File: src/rtl/mips_prog_loader_if.sv
// Byte-stream input, ROM write port and core-control outputs of the program loader.
interface mips_prog_loader_if #(
  parameter int unsigned ADDR_W = 6
);
  logic              start;
  logic              in_valid;
  logic [7:0]        in_data;
  logic              in_ready;
  logic              rom_we;
  logic [ADDR_W-1:0] rom_addr;
  logic [31:0]       rom_wdata;
  logic              cpu_n_rst;
  logic              done;
  logic              err;

  // Host / bench side
  modport master (
    output start, in_valid, in_data,
    input  in_ready, rom_we, rom_addr, rom_wdata, cpu_n_rst, done, err
  );

  // Loader side
  modport slave (
    input  start, in_valid, in_data,
    output in_ready, rom_we, rom_addr, rom_wdata, cpu_n_rst, done, err
  );
endinterface

File: src/rtl/mips_prog_loader.sv
// Boot loader for the mips core: takes a 16-bit word count followed by big-endian
// instruction words over a byte stream, writes them into the instruction ROM, then
// releases the core from reset after a short hold.
module mips_prog_loader #(
  parameter int unsigned ADDR_W   = 6,
  parameter int unsigned RST_HOLD = 2
) (
  input logic              clk,
  input logic              n_rst,
  mips_prog_loader_if.slave bus
);

  localparam int unsigned Depth = 2 ** ADDR_W;

  typedef enum logic [2:0] {StIdle, StHdr, StLoad, StHold, StRun, StErr} state_e;

  state_e            state_q;
  logic [1:0]        byte_cnt_q;
  logic [7:0]        hdr_hi_q;
  logic [23:0]       word_q;     // first three bytes of the word being assembled
  logic [ADDR_W-1:0] idx_q;
  logic [ADDR_W:0]   remain_q;   // words still to be written, up to Depth
  logic [3:0]        hold_cnt_q;

  logic              in_ready_q;
  logic              rom_we_q;
  logic [ADDR_W-1:0] rom_addr_q;
  logic [31:0]       rom_wdata_q;
  logic              cpu_n_rst_q;
  logic              done_q;
  logic              err_q;

  logic        accept;
  logic [15:0] hdr_n;

  assign accept = bus.in_valid && in_ready_q;
  assign hdr_n  = {hdr_hi_q, bus.in_data};

  // Loader FSM with all outputs registered
  always_ff @(posedge clk or negedge n_rst) begin
    if (!n_rst) begin
      state_q     <= StIdle;
      byte_cnt_q  <= '0;
      hdr_hi_q    <= '0;
      word_q      <= '0;
      idx_q       <= '0;
      remain_q    <= '0;
      hold_cnt_q  <= '0;
      in_ready_q  <= 1'b0;
      rom_we_q    <= 1'b0;
      rom_addr_q  <= '0;
      rom_wdata_q <= '0;
      cpu_n_rst_q <= 1'b0;
      done_q      <= 1'b0;
      err_q       <= 1'b0;
    end else begin
      rom_we_q <= 1'b0;
      unique case (state_q)
        StIdle, StRun, StErr: begin
          if (bus.start) begin
            state_q     <= StHdr;
            in_ready_q  <= 1'b1;
            byte_cnt_q  <= '0;
            idx_q       <= '0;
            err_q       <= 1'b0;
            cpu_n_rst_q <= 1'b0;
            done_q      <= 1'b0;
          end
        end
        StHdr: begin
          if (accept) begin
            if (byte_cnt_q == 2'd0) begin
              hdr_hi_q   <= bus.in_data;
              byte_cnt_q <= 2'd1;
            end else begin
              byte_cnt_q <= 2'd0;
              remain_q   <= hdr_n[ADDR_W:0];
              if (hdr_n == 16'd0) begin
                state_q    <= StHold;
                in_ready_q <= 1'b0;
                hold_cnt_q <= '0;
              end else if ({1'b0, hdr_n} > 17'(Depth)) begin
                state_q    <= StErr;
                in_ready_q <= 1'b0;
                err_q      <= 1'b1;
              end else begin
                state_q <= StLoad;
              end
            end
          end
        end
        StLoad: begin
          if (accept) begin
            if (byte_cnt_q == 2'd3) begin
              rom_we_q    <= 1'b1;
              rom_addr_q  <= idx_q;
              rom_wdata_q <= {word_q, bus.in_data};
              idx_q       <= idx_q + 1'b1;  // wraps to 0 after a full-depth load
              byte_cnt_q  <= 2'd0;
              remain_q    <= remain_q - 1'b1;
              if (remain_q == {{ADDR_W{1'b0}}, 1'b1}) begin
                state_q    <= StHold;
                in_ready_q <= 1'b0;
                hold_cnt_q <= '0;
              end
            end else begin
              word_q     <= {word_q[15:0], bus.in_data};
              byte_cnt_q <= byte_cnt_q + 2'd1;
            end
          end
        end
        StHold: begin
          if (hold_cnt_q == 4'(RST_HOLD - 1)) begin
            state_q     <= StRun;
            cpu_n_rst_q <= 1'b1;
            done_q      <= 1'b1;
          end else begin
            hold_cnt_q <= hold_cnt_q + 4'd1;
          end
        end
        default: state_q <= StIdle;
      endcase
    end
  end

  assign bus.in_ready  = in_ready_q;
  assign bus.rom_we    = rom_we_q;
  assign bus.rom_addr  = rom_addr_q;
  assign bus.rom_wdata = rom_wdata_q;
  assign bus.cpu_n_rst = cpu_n_rst_q;
  assign bus.done      = done_q;
  assign bus.err       = err_q;

endmodule

File: src/flat_wrapper.sv
// flat-port wrapper written by rule: the top's interface ports become plain ports
module mips_prog_loader_flat 
#(
  parameter int unsigned ADDR_W   = 6,
  parameter int unsigned RST_HOLD = 2
)
  (clk, n_rst, bus_start, bus_in_valid, bus_in_data, bus_in_ready, bus_rom_we, bus_rom_addr, bus_rom_wdata, bus_cpu_n_rst, bus_done, bus_err);
  mips_prog_loader_if #(.ADDR_W(ADDR_W)) bus_i ();
  input logic clk;
  input logic n_rst;
  input wire logic [$bits(bus_i.start)-1:0] bus_start;
  input wire logic [$bits(bus_i.in_valid)-1:0] bus_in_valid;
  input wire logic [$bits(bus_i.in_data)-1:0] bus_in_data;
  output wire logic [$bits(bus_i.in_ready)-1:0] bus_in_ready;
  output wire logic [$bits(bus_i.rom_we)-1:0] bus_rom_we;
  output wire logic [$bits(bus_i.rom_addr)-1:0] bus_rom_addr;
  output wire logic [$bits(bus_i.rom_wdata)-1:0] bus_rom_wdata;
  output wire logic [$bits(bus_i.cpu_n_rst)-1:0] bus_cpu_n_rst;
  output wire logic [$bits(bus_i.done)-1:0] bus_done;
  output wire logic [$bits(bus_i.err)-1:0] bus_err;
  assign bus_i.start = bus_start;
  assign bus_i.in_valid = bus_in_valid;
  assign bus_i.in_data = bus_in_data;
  assign bus_in_ready = bus_i.in_ready;
  assign bus_rom_we = bus_i.rom_we;
  assign bus_rom_addr = bus_i.rom_addr;
  assign bus_rom_wdata = bus_i.rom_wdata;
  assign bus_cpu_n_rst = bus_i.cpu_n_rst;
  assign bus_done = bus_i.done;
  assign bus_err = bus_i.err;
  mips_prog_loader #(.ADDR_W(ADDR_W), .RST_HOLD(RST_HOLD)) u_core (.clk(clk), .n_rst(n_rst), .bus(bus_i));
endmodule
File: config.mk
export PLATFORM = sky130hd
export DESIGN_NAME = mips_prog_loader_flat
export DESIGN_NICKNAME = d
export VERILOG_FILES = /design/src/rtl/mips_prog_loader_if.sv /design/src/rtl/mips_prog_loader.sv /design/src/flat_wrapper.sv
export SDC_FILE = /design/constraint.sdc
export NUM_CORES = 1
export LEC_CHECK = 0
export BUFFER_PORTS_ARGS = -buffer_cell sky130_fd_sc_hd__buf_2
export CORE_MARGIN = 2
export CORE_UTILIZATION = 30
export CTS_CLUSTER_SIZE = 30
export DETAILED_ROUTE_END_ITERATION = 8
export GPL_TIMING_DRIVEN = 0
export PLACE_DENSITY = 0.5
export SYNTH_ARGS = -nofsm -noshare
export SYNTH_HDL_FRONTEND = slang
export SYNTH_SLANG_ARGS = --single-unit
File: constraint.sdc
create_clock -name clk -period 2.5 [get_ports clk]
set_clock_uncertainty 0.15 [all_clocks]
set_input_delay 0 -clock clk [delete_from_list [all_inputs] [get_ports clk]]
set_output_delay 0 -clock clk [all_outputs]
set_load 0.05 [all_outputs]
# Yosys cells after proc, flatten, opt, wreduce, memory -nomap -nowiden
# Cells that the tools add are included.
[op_classes] add_sub_neg=4 magnitude_cmp=1 eq_ne=20 mux=53 n_bitwise=1 reduce_logical=22
[op_table] op="$mux 4" n=7
[op_table] op="$mux 7" n=4
[op_table] op="$mux 3" n=9
[op_table] op="$mux 1" n=18
[op_table] op="$mux 6" n=3
[op_table] op="$gt 16x7->1 const B" n=1
[op_table] op="$logic_not 16->1" n=1
[op_table] op="$reduce_and 8->1" n=2
[op_table] op="$ne 2x1->1 const B" n=7
[op_table] op="$pmux 7 s2" n=1
[op_table] op="$pmux 3 s4" n=1
[op_table] op="$pmux 4 s3" n=1
[op_table] op="$pmux 6 s2" n=1
[op_table] op="$reduce_and 3->1" n=4
[op_table] op="$mux 2" n=4
[op_table] op="$ne 2x2->1 const B" n=4
[op_table] op="$reduce_and 4->1" n=2
[op_table] op="$reduce_bool 2->1" n=4
[op_table] op="$eq 7x1->1 const B" n=1
[op_table] op="$reduce_and 7->1" n=1
[op_table] op="$sub 7x1->7 const B" n=1
[op_table] op="$add 6x1->6 const B" n=1
[op_table] op="$eq 3x2->1 const B" n=2
[op_table] op="$eq 3x3->1 const B" n=2
[op_table] op="17 further kinds" n=19
[totals] ff_bits=96 in_bits=12 output_inout_bits=43

# Depth between registers and ports, before layout
# Gate-level depths: netlist (run 1).
[logic_depth] word_depth=6 ltp_mapped=8 mapped_depth_nobuf=7

# Worst setup path after synthesis (run 1)
# Ideal clock, no wire load.
[synth_path] kind="reg-to-reg" from="reg u_core.byte_cnt_q[0]" to="reg u_core.hold_cnt_q[2]" setup_ps=126 arrival_ps=1836 t_required_ps=2224 setup_slack_ps=388 stages_incl_launch_ff=7 synth_period_minus_slack_ps=2112 path_cell_list="dfrtp_1 -> ha_1 -> or3b_2 -> a21oi_2 -> nor2_1 -> and3_1 -> a221o_1"
[synth_between] elab_chain_len=3 word_cells_on_any_way=5 cone_classes="eq/ne: 3; reduce/logical: 2"
[synth_rtl] item="start: declaration" line="mips_prog_loader.sv:18" source="logic [1:0] byte_cnt_q;"
[synth_rtl] item="start signal: assignment" line="mips_prog_loader.sv:108" source="byte_cnt_q <= byte_cnt_q + 2'd1;"
[synth_rtl] item="$eq 2x2->1 / $logic_not 2->1 (equally long branches)" line="mips_prog_loader.sv:94, mips_prog_loader.sv:72"
[synth_rtl] item="$ne 2x1->1 (no line) / $ne 2x2->1 (equally long branches)"
[synth_rtl] item="$reduce_and 8->1 (no line) *"
[synth_rtl] item="end signal: assignment" line="mips_prog_loader.sv:118" source="hold_cnt_q <= hold_cnt_q + 4'd1;"
[synth_rtl] item="end: declaration" line="mips_prog_loader.sv:23" source="logic [3:0] hold_cnt_q;"
# Mark *: on every way between the ends. The rest lies on a longest branch, timed or not.
# A chain may end at the register's enable or synchronous reset.

# Worst setup path after layout (run 1)
[layout_path] from="reg u_core.state_q[0]" to="reg u_core.word_q[13]"
[layout_between] elab_chain_len=2
[layout_rtl] item="start: declaration" line="mips_prog_loader.sv:17" source="state_e state_q;"
[layout_rtl] item="start signal: assignment" line="mips_prog_loader.sv:42" source="state_q <= StIdle;"
[layout_rtl] item="start signal: assignment" line="mips_prog_loader.sv:61" source="state_q <= StHdr;"
[layout_rtl] item="start signal: assignment" line="mips_prog_loader.sv:79" source="state_q <= StHold;"
[layout_rtl] item="$eq 3x2->1" line="mips_prog_loader.sv:58" source="unique case (state_q)"
[layout_rtl] item="$reduce_and 3->1 (no line)"
[layout_rtl] item="end signal: assignment" line="mips_prog_loader.sv:107" source="word_q <= {word_q[15:0], bus.in_data};"
[layout_rtl] item="end: declaration" line="mips_prog_loader.sv:20" source="logic [23:0] word_q;"
# Every way passes these cells.

==> results.md, run 1 <==
- Status: finished, final reports clean
- Final Slew Violations: 0
- Critical path startpoint category: flip-flop
- Seq/Total Area, Yosys: 56.9%
- RSZ-0062 raised after global routing: false
- Total track usage: 12.3%
- Die area: 0.0150 mm2
- Post-Route WL: 8.80 mm
- Initial DRT Pass Iterations: 4
- Count leader, synth: dfrtp_1
- Crit end category: flip-flop
- Cell family with most CP delay: simple AND/OR/NAND/NOR gates
- Share of layout cells above drive strength 1: 40.1%
- Clk Latency, worst-skew pair: 340 ps
- Total power: 6.22 mW
- Syn nets: 342
- Final Hold Fails: 0
- Mapped Area: 0.00423 mm2
- Static Leakage: 2.39 nW
- Warnings from Yosys: 0
- Top Ports: 55
- DR iter-0 viols: 122
- Max Cap Viol: 0
- Post-DP HPWL: 6.08 mm
- Cells after Synth: 323
- Top post-synthesis cells by area: dfrtp_1, mux2_2, ha_1
- Row cnt: 43
- Final setup fails: 0
- Core box area: 0.0138 mm2
- Root Driver: clkbuf_16
- Number of global-route vias before repair: 2835
- Clock Path Buffers: 2
- Initial antenna violation count: 0
- WHS: 18.6 ps
- Critical Path RT: 2570 ps
- Post-synth EDFFs: 0
- Setup TNS Final: 0 ps
- Depth of the CTS H-tree: 3
- Worst Setup Path Type: flip-flop to flip-flop
- Vias/cell: 4.85
- Final #Nets: 420
- Inserted Diodes: 0
- Peak VDD IR: 0.597 mV
- Most frequently used flop master after synthesis: dfrtp_1
- CTS tree: yes
- Syn-to-layout area delta: 22.4%
- Post-synthesis average cell area: 13.1 um2
- First-pass GRT wire length: 14.6 mm
- Die width: 123 um
- Largest fanout on the critical path: 10
- Routed via count: 2843
- Clock sinks: 96
- CP Cell Sequence: or3b_1 > buf_2 > nor3_4 > buf_4 > mux2_2
- Yosys top cell by area: dfrtp_1
- Synth Register Bits: 96
- Period utilization: 95.3%
- Min-delay worst type: input port to asynchronous set/reset pin
- Worst path slowest cell: dfrtp_1
- Number of CTS-inserted buffers: 9
- Worst Path Buf+Inv: 2
- Post-route DRC: 0
- # port buffers: 54
- FFs w/ async S/R, synth: 100%
- RD Place Congestion: 0.837
- Grt ovf: 0
- CP Data Arrival Time: 2450 ps
- Fmax: 420 MHz
- Actual slew at the worst max-slew pin: 650 ps
- Delay of the slowest critical-path stage: 470 ps
- Clk pin slew, worst setup/hold paths: 60 ps
- Largest net degree at the start of global routing: 70
- Period minus WS final: 2380 ps
- Post-synth top cells: dfrtp_1, mux2_2, nand2_1
- Relative slew margins: 56.4%
- Post-DR wirelength/cell: 15.0 um
- Starting Density: 30.6%
- Die Y-Extent: 123 um
- P per Cell Area: 1200 mW/mm2
- Synth cell types: 54
- Post-detailed-route count of antenna-violating nets: 0
- Synth top area share: 56.9%
## worst register-to-register path, cell delays in order, from the launching register on
cell     delay, ps
dfrtp_1        470
or3b_1         460
buf_2          230
nor3_4         320
buf_4          290
mux2_2         350
## placed cells by master, fill, tap and decap left out, drive strengths merged, types with 2 or more instances in the layout
master | synthesis | routed
dfrtp | 96 | 96
inv | 7 | 7
or4 | 3 | 3
nand2 | 22 | 22
xor2 | 5 | 5
a22o | 4 | 4
nand3 | 4 | 4
nor4 | 4 | 4
nand3b | 3 | 3
buf | 11 | 67
or3b | 2 | 2
dlygate4sd3 | 0 | 11
mux2 | 71 | 71
and3 | 4 | 4
o21ai | 12 | 12
nor3 | 5 | 5
nor2 | 12 | 12
a31oi | 3 | 3
clkbuf | 2 | 15
mux2i | 2 | 2
o211ai | 3 | 3
or3 | 2 | 2
ha | 7 | 7
nand4 | 5 | 5
nand2b | 2 | 2
o2bb2ai | 2 | 2
nor3b | 4 | 4
o22ai | 2 | 2
a21oi | 9 | 9
## through the flow
stage	setup WS (ps)	instance area (um2)	std cells	utilization, %
after floorplan	388	4230	323	-
after global placement	95.9	4720	557	34.1
after detailed placement	93.7	4750	558	34.4
after CTS	82.7	5160	586	37.3
after global routing	1.47	5170	586	37.4
final	117	5170	586	37.4
## cell families (layout without fill, tap and decap cells)
family	Yosys count	after routing	synth area share, %
AOI/OAI and AO/OA	45	45	7.29
xor gates and xnor gates	5	5	1.04
adders and majority gates	7	7	2.07
buffers and inverters	20	103	2.28
DFF	96	96	56.9
muxes	73	73	19.5
and+or+nand+nor	77	77	11.0
## path summary, 6_finish.rpt
check | start | to | slack, ps | cells after the start
setup / recovery | u_core.state_q[0] | u_core.word_q[13] | 120 | 5
hold / removal | n_rst | u_core.bus.rom_wdata[31] | 20 | 3
setup reg to reg | u_core.state_q[0] | u_core.word_q[13] | 120 | 5
hold reg to reg | u_core.bus.rom_wdata[24] | u_core.bus.rom_wdata[24] | 350 | 1
max in group asynchronous | n_rst | u_core.remain_q[6] | 1810 | 3
min in group clk | u_core.bus.rom_wdata[24] | u_core.bus.rom_wdata[24] | 350 | 1
## power by group
part | switching (mW) | internal [mW] | leakage (nW)
registers | 0.388 | 2.14 | 1.23
logic | 1.54 | 0.811 | 1.02
clock network | 0.559 | 0.776 | 0.134
total | 2.49 | 3.73 | 2.39
## flip-flops by register name, summed over array words and instances (netlist names), 2 cells and up
| signal | cells |
|---|---|
| u_core.hdr_hi_q | 8 |
| u_core.bus.rom_addr | 6 |
| u_core.bus.rom_wdata | 32 |
| u_core.state_q | 3 |
| u_core.remain_q | 7 |
| u_core.word_q | 24 |
| u_core.hold_cnt_q | 4 |
| u_core.byte_cnt_q | 2 |
| u_core.idx_q | 6 |
## metal layers
metal / vias up / part of all wire (%) / routed length, um / GRT usage, %
met5: - / 0 / 0 / 0
met4: 0 / 1.3 / 116 / 3.66
met3: 9 / 3.8 / 335 / 2.93
met2: 64 / 48 / 4190 / 19.4
met1: 1438 / 47 / 4160 / 16.8
li1: 1332 / - / - / -
## final cells by class
| type | count | area (um2) |
|---|---|---|
| Clock inverter | 3 | 42.5 |
| Multi-Input combinational cell | 207 | 1740 |
| Inverter | 7 | 26.3 |
| Tap cell | 180 | 225 |
| Sequential cell | 96 | 2400 |
| Fill cell | 1331 | 8650 |
| Buffer | 13 | 70.1 |
| Timing Repair Buffer | 67 | 430 |
| Clock buffer | 13 | 240 |
## what timing repair did
action / 4_1_cts / 5_1_grt
hold buffers: 12 / 0
endpoints found under the hold margin: 133 / 0
endpoints found under the setup margin: 0 / 14
resized for setup: 0 / 2
buffers inserted: 0 / 0
(Power assumes the default switching activity.)
==> inputs of run 2 (changes only) <==
CORE_ASPECT_RATIO = 0.6   (was not set)
CTS_BUF_LIST = sky130_fd_sc_hd__clkbuf_8 sky130_fd_sc_hd__clkbuf_16   (was not set)
==> run 2 against run 1 <==
Non-clock buffer count grew 5. Core utilization grew 0.82 points. Flip-flop and latch count is the same. Clock-buffer cell count shrank 4. First-iteration DRC count grew 40%. Total power grew 2.4%. Sequential share of layout area shrank 0.60 points. Global-route usage grew 0.73 points. Combinational power is essentially flat. Die area grew 0.21%. Fmax shrank 2.9%. Critical path depth is the same. Largest cell class unchanged. Largest power group unchanged.
==> results.md, run 2 (synthesis gave the netlist of run 1 again) <==
- Syn-to-layout area delta: 24.0%
- Final setup fails: 0
- Worst path slowest cell: dfrtp_1
- DR iter-0 viols: 171
- CP Data Arrival Time: 2520 ps
- Relative slew margins: 49.6%
- Max reg flops: 32
- Final Hold Fails: 0
- Post-route DRC: 0
- # port buffers: 54
- Post-Route WL: 9.31 mm
- Die width: 157 um
- Most common cell after layout, fill and taps aside: dfrtp_1
- Worst Setup Path Type: flip-flop to flip-flop
- Row cnt: 33
- RD Place Congestion: 0.823
- Status: finished, final reports clean
- Root Driver: clkbuf_16
- Number of global-route vias before repair: 2719
- First-pass GRT wire length: 15.2 mm
- Depth of the CTS H-tree: 3
- Fillers: 1350
- Crit Reg-Reg Endpoint: u_core.word_q[14]
- Largest net degree at the start of global routing: 62
- Clock sinks: 96
- Peak VDD IR: 0.508 mV
- Routed via count: 2851
- RSZ-0062 raised after global routing: true
- CTS tree: yes
- Critical Path RT: 2570 ps
- Worst Path Buf+Inv: 2
- Clk Latency, worst-skew pair: 330 ps
- Vias/cell: 4.74
- P per Cell Area: 1210 mW/mm2
- Post-detailed-route count of antenna-violating nets: 0
- Inserted Diodes: 0
- Period utilization: 98.2%
- WHS: 23.3 ps
- Most frequent cells in the layout: dfrtp_1, mux2_2, buf_2
- Post-layout util: 38.2%
- Total track usage: 13.1%
- Crit end category: flip-flop
- Cell family with most CP delay: simple AND/OR/NAND/NOR gates
- R2r startpoint: u_core.state_q[0]
- CP Cell Sequence: or3b_1 > buf_2 > nor3_4 > buf_4 > mux2_2
- Die Y-Extent: 95.9 um
- Clk pin slew, worst setup/hold paths: 70 ps
- Fmax: 407 MHz
- Actual slew at the worst max-slew pin: 754 ps
- Initial antenna violation count: 0
- Top Ports: 55
- Total power: 6.37 mW
- Min-delay worst type: input port to asynchronous set/reset pin
- Post-DR wirelength/cell: 15.5 um
- Core box area: 0.0137 mm2
- Cell count of the worst reg-to-reg path: 5
- Period minus WS final: 2460 ps
- Share of layout cells above drive strength 1: 41.5%
- Number of CTS-inserted buffers: 9
- Flop2flop setup slack: 40 ps
- Final Slew Violations: 0
- Grt ovf: 0
- Max Cap Viol: 0
- Starting Density: 30.8%
- Largest fanout on the critical path: 10
- Post-DP HPWL: 6.68 mm
- Final #Nets: 425
- Clock Path Buffers: 2
- Die area: 0.0151 mm2
- Delay of the slowest critical-path stage: 470 ps
- Critical path startpoint category: flip-flop
- Initial DRT Pass Iterations: 4
- Static Leakage: 2.43 nW
## run 2: cell count changes in the layout (fill, tap and decap cells not counted)
cell,delta
buf_12,-1
nor3b_1,+1
clkbuf_1,-4
buf_4,+5
nor3b_2,-1
clkbuf_4,+1
bufinv_16,+1
inv_6,+2
## run 2: area by class of cell
type,instances,area [um2],area share [%]
buffer,13,70.1,1.34
timing repair buffer,72,455,8.69
multi-input combinational,207,1730,33.0
clock buffer,9,225,4.30
inverter,7,26.3,0.501
clock inverter,6,90.1,1.72
tap,192,240,4.58
sequential,96,2400,45.8
## run 2: metal layers
metal / track usage [%] / part of all wire (%)
met4: 2.95 / 0.47
met1: 20.8 / 55
met2: 17.5 / 41
met3: 3.02 / 2.8
met5: 0 / 0
## run 2: worst max path at each step
stage | start | to | slack (ps) | cells past startpoint
final | u_core.state_q[0] | u_core.word_q[14] | 40 | 5
after global routing | u_core.state_q[0] | u_core.word_q[14] | -30 | 5
after CTS | u_core.state_q[0] | u_core.word_q[14] | 60 | 5
after detailed placement | u_core.state_q[0] | u_core.bus.rom_wdata[24] | 20 | 4
after global placement | u_core.state_q[0] | u_core.bus.rom_wdata[10] | 20 | 4
after floorplan | u_core.byte_cnt_q[0] | u_core.hold_cnt_q[2] | 390 | 6
## run 2: metrics by stage
stage | TNS, ps | worst slack, ps | area [um2] | std cells
6_report | 0 | 44.4 | 5240 | 602
2_1_floorplan | 0 | 388 | 4230 | 323
5_1_grt | -215 | -27.5 | 5240 | 602
3_3_place_gp | 0 | 21.5 | 4740 | 569
3_5_place_dp | 0 | 18.7 | 4770 | 570
4_1_cts | 0 | 61.6 | 5200 | 596
## run 2: worst register-to-register path, delay by kind of cell, from the launching register on
kind / cells / cell delay, ps
AND/OR/NAND/NOR: 2 / 840
buffers and inverters: 2 / 520
flip-flops: 1 / 470
multiplexers: 1 / 370
## run 2: repair_timing
item                                    CTS  global route
pin swaps                                 0             1
hold buffers                             11             0
endpoints found under the setup margin    5            17
setup buffers                             0             5
gates cloned                              0             0
gates resized for setup                   1             0
endpoints found under the hold margin   132             0
## run 2: power by group
part | internal [mW] | switching (mW)
registers | 2.14 | 0.392
logic | 0.808 | 1.55
clock network | 0.877 | 0.596
total | 3.83 | 2.54
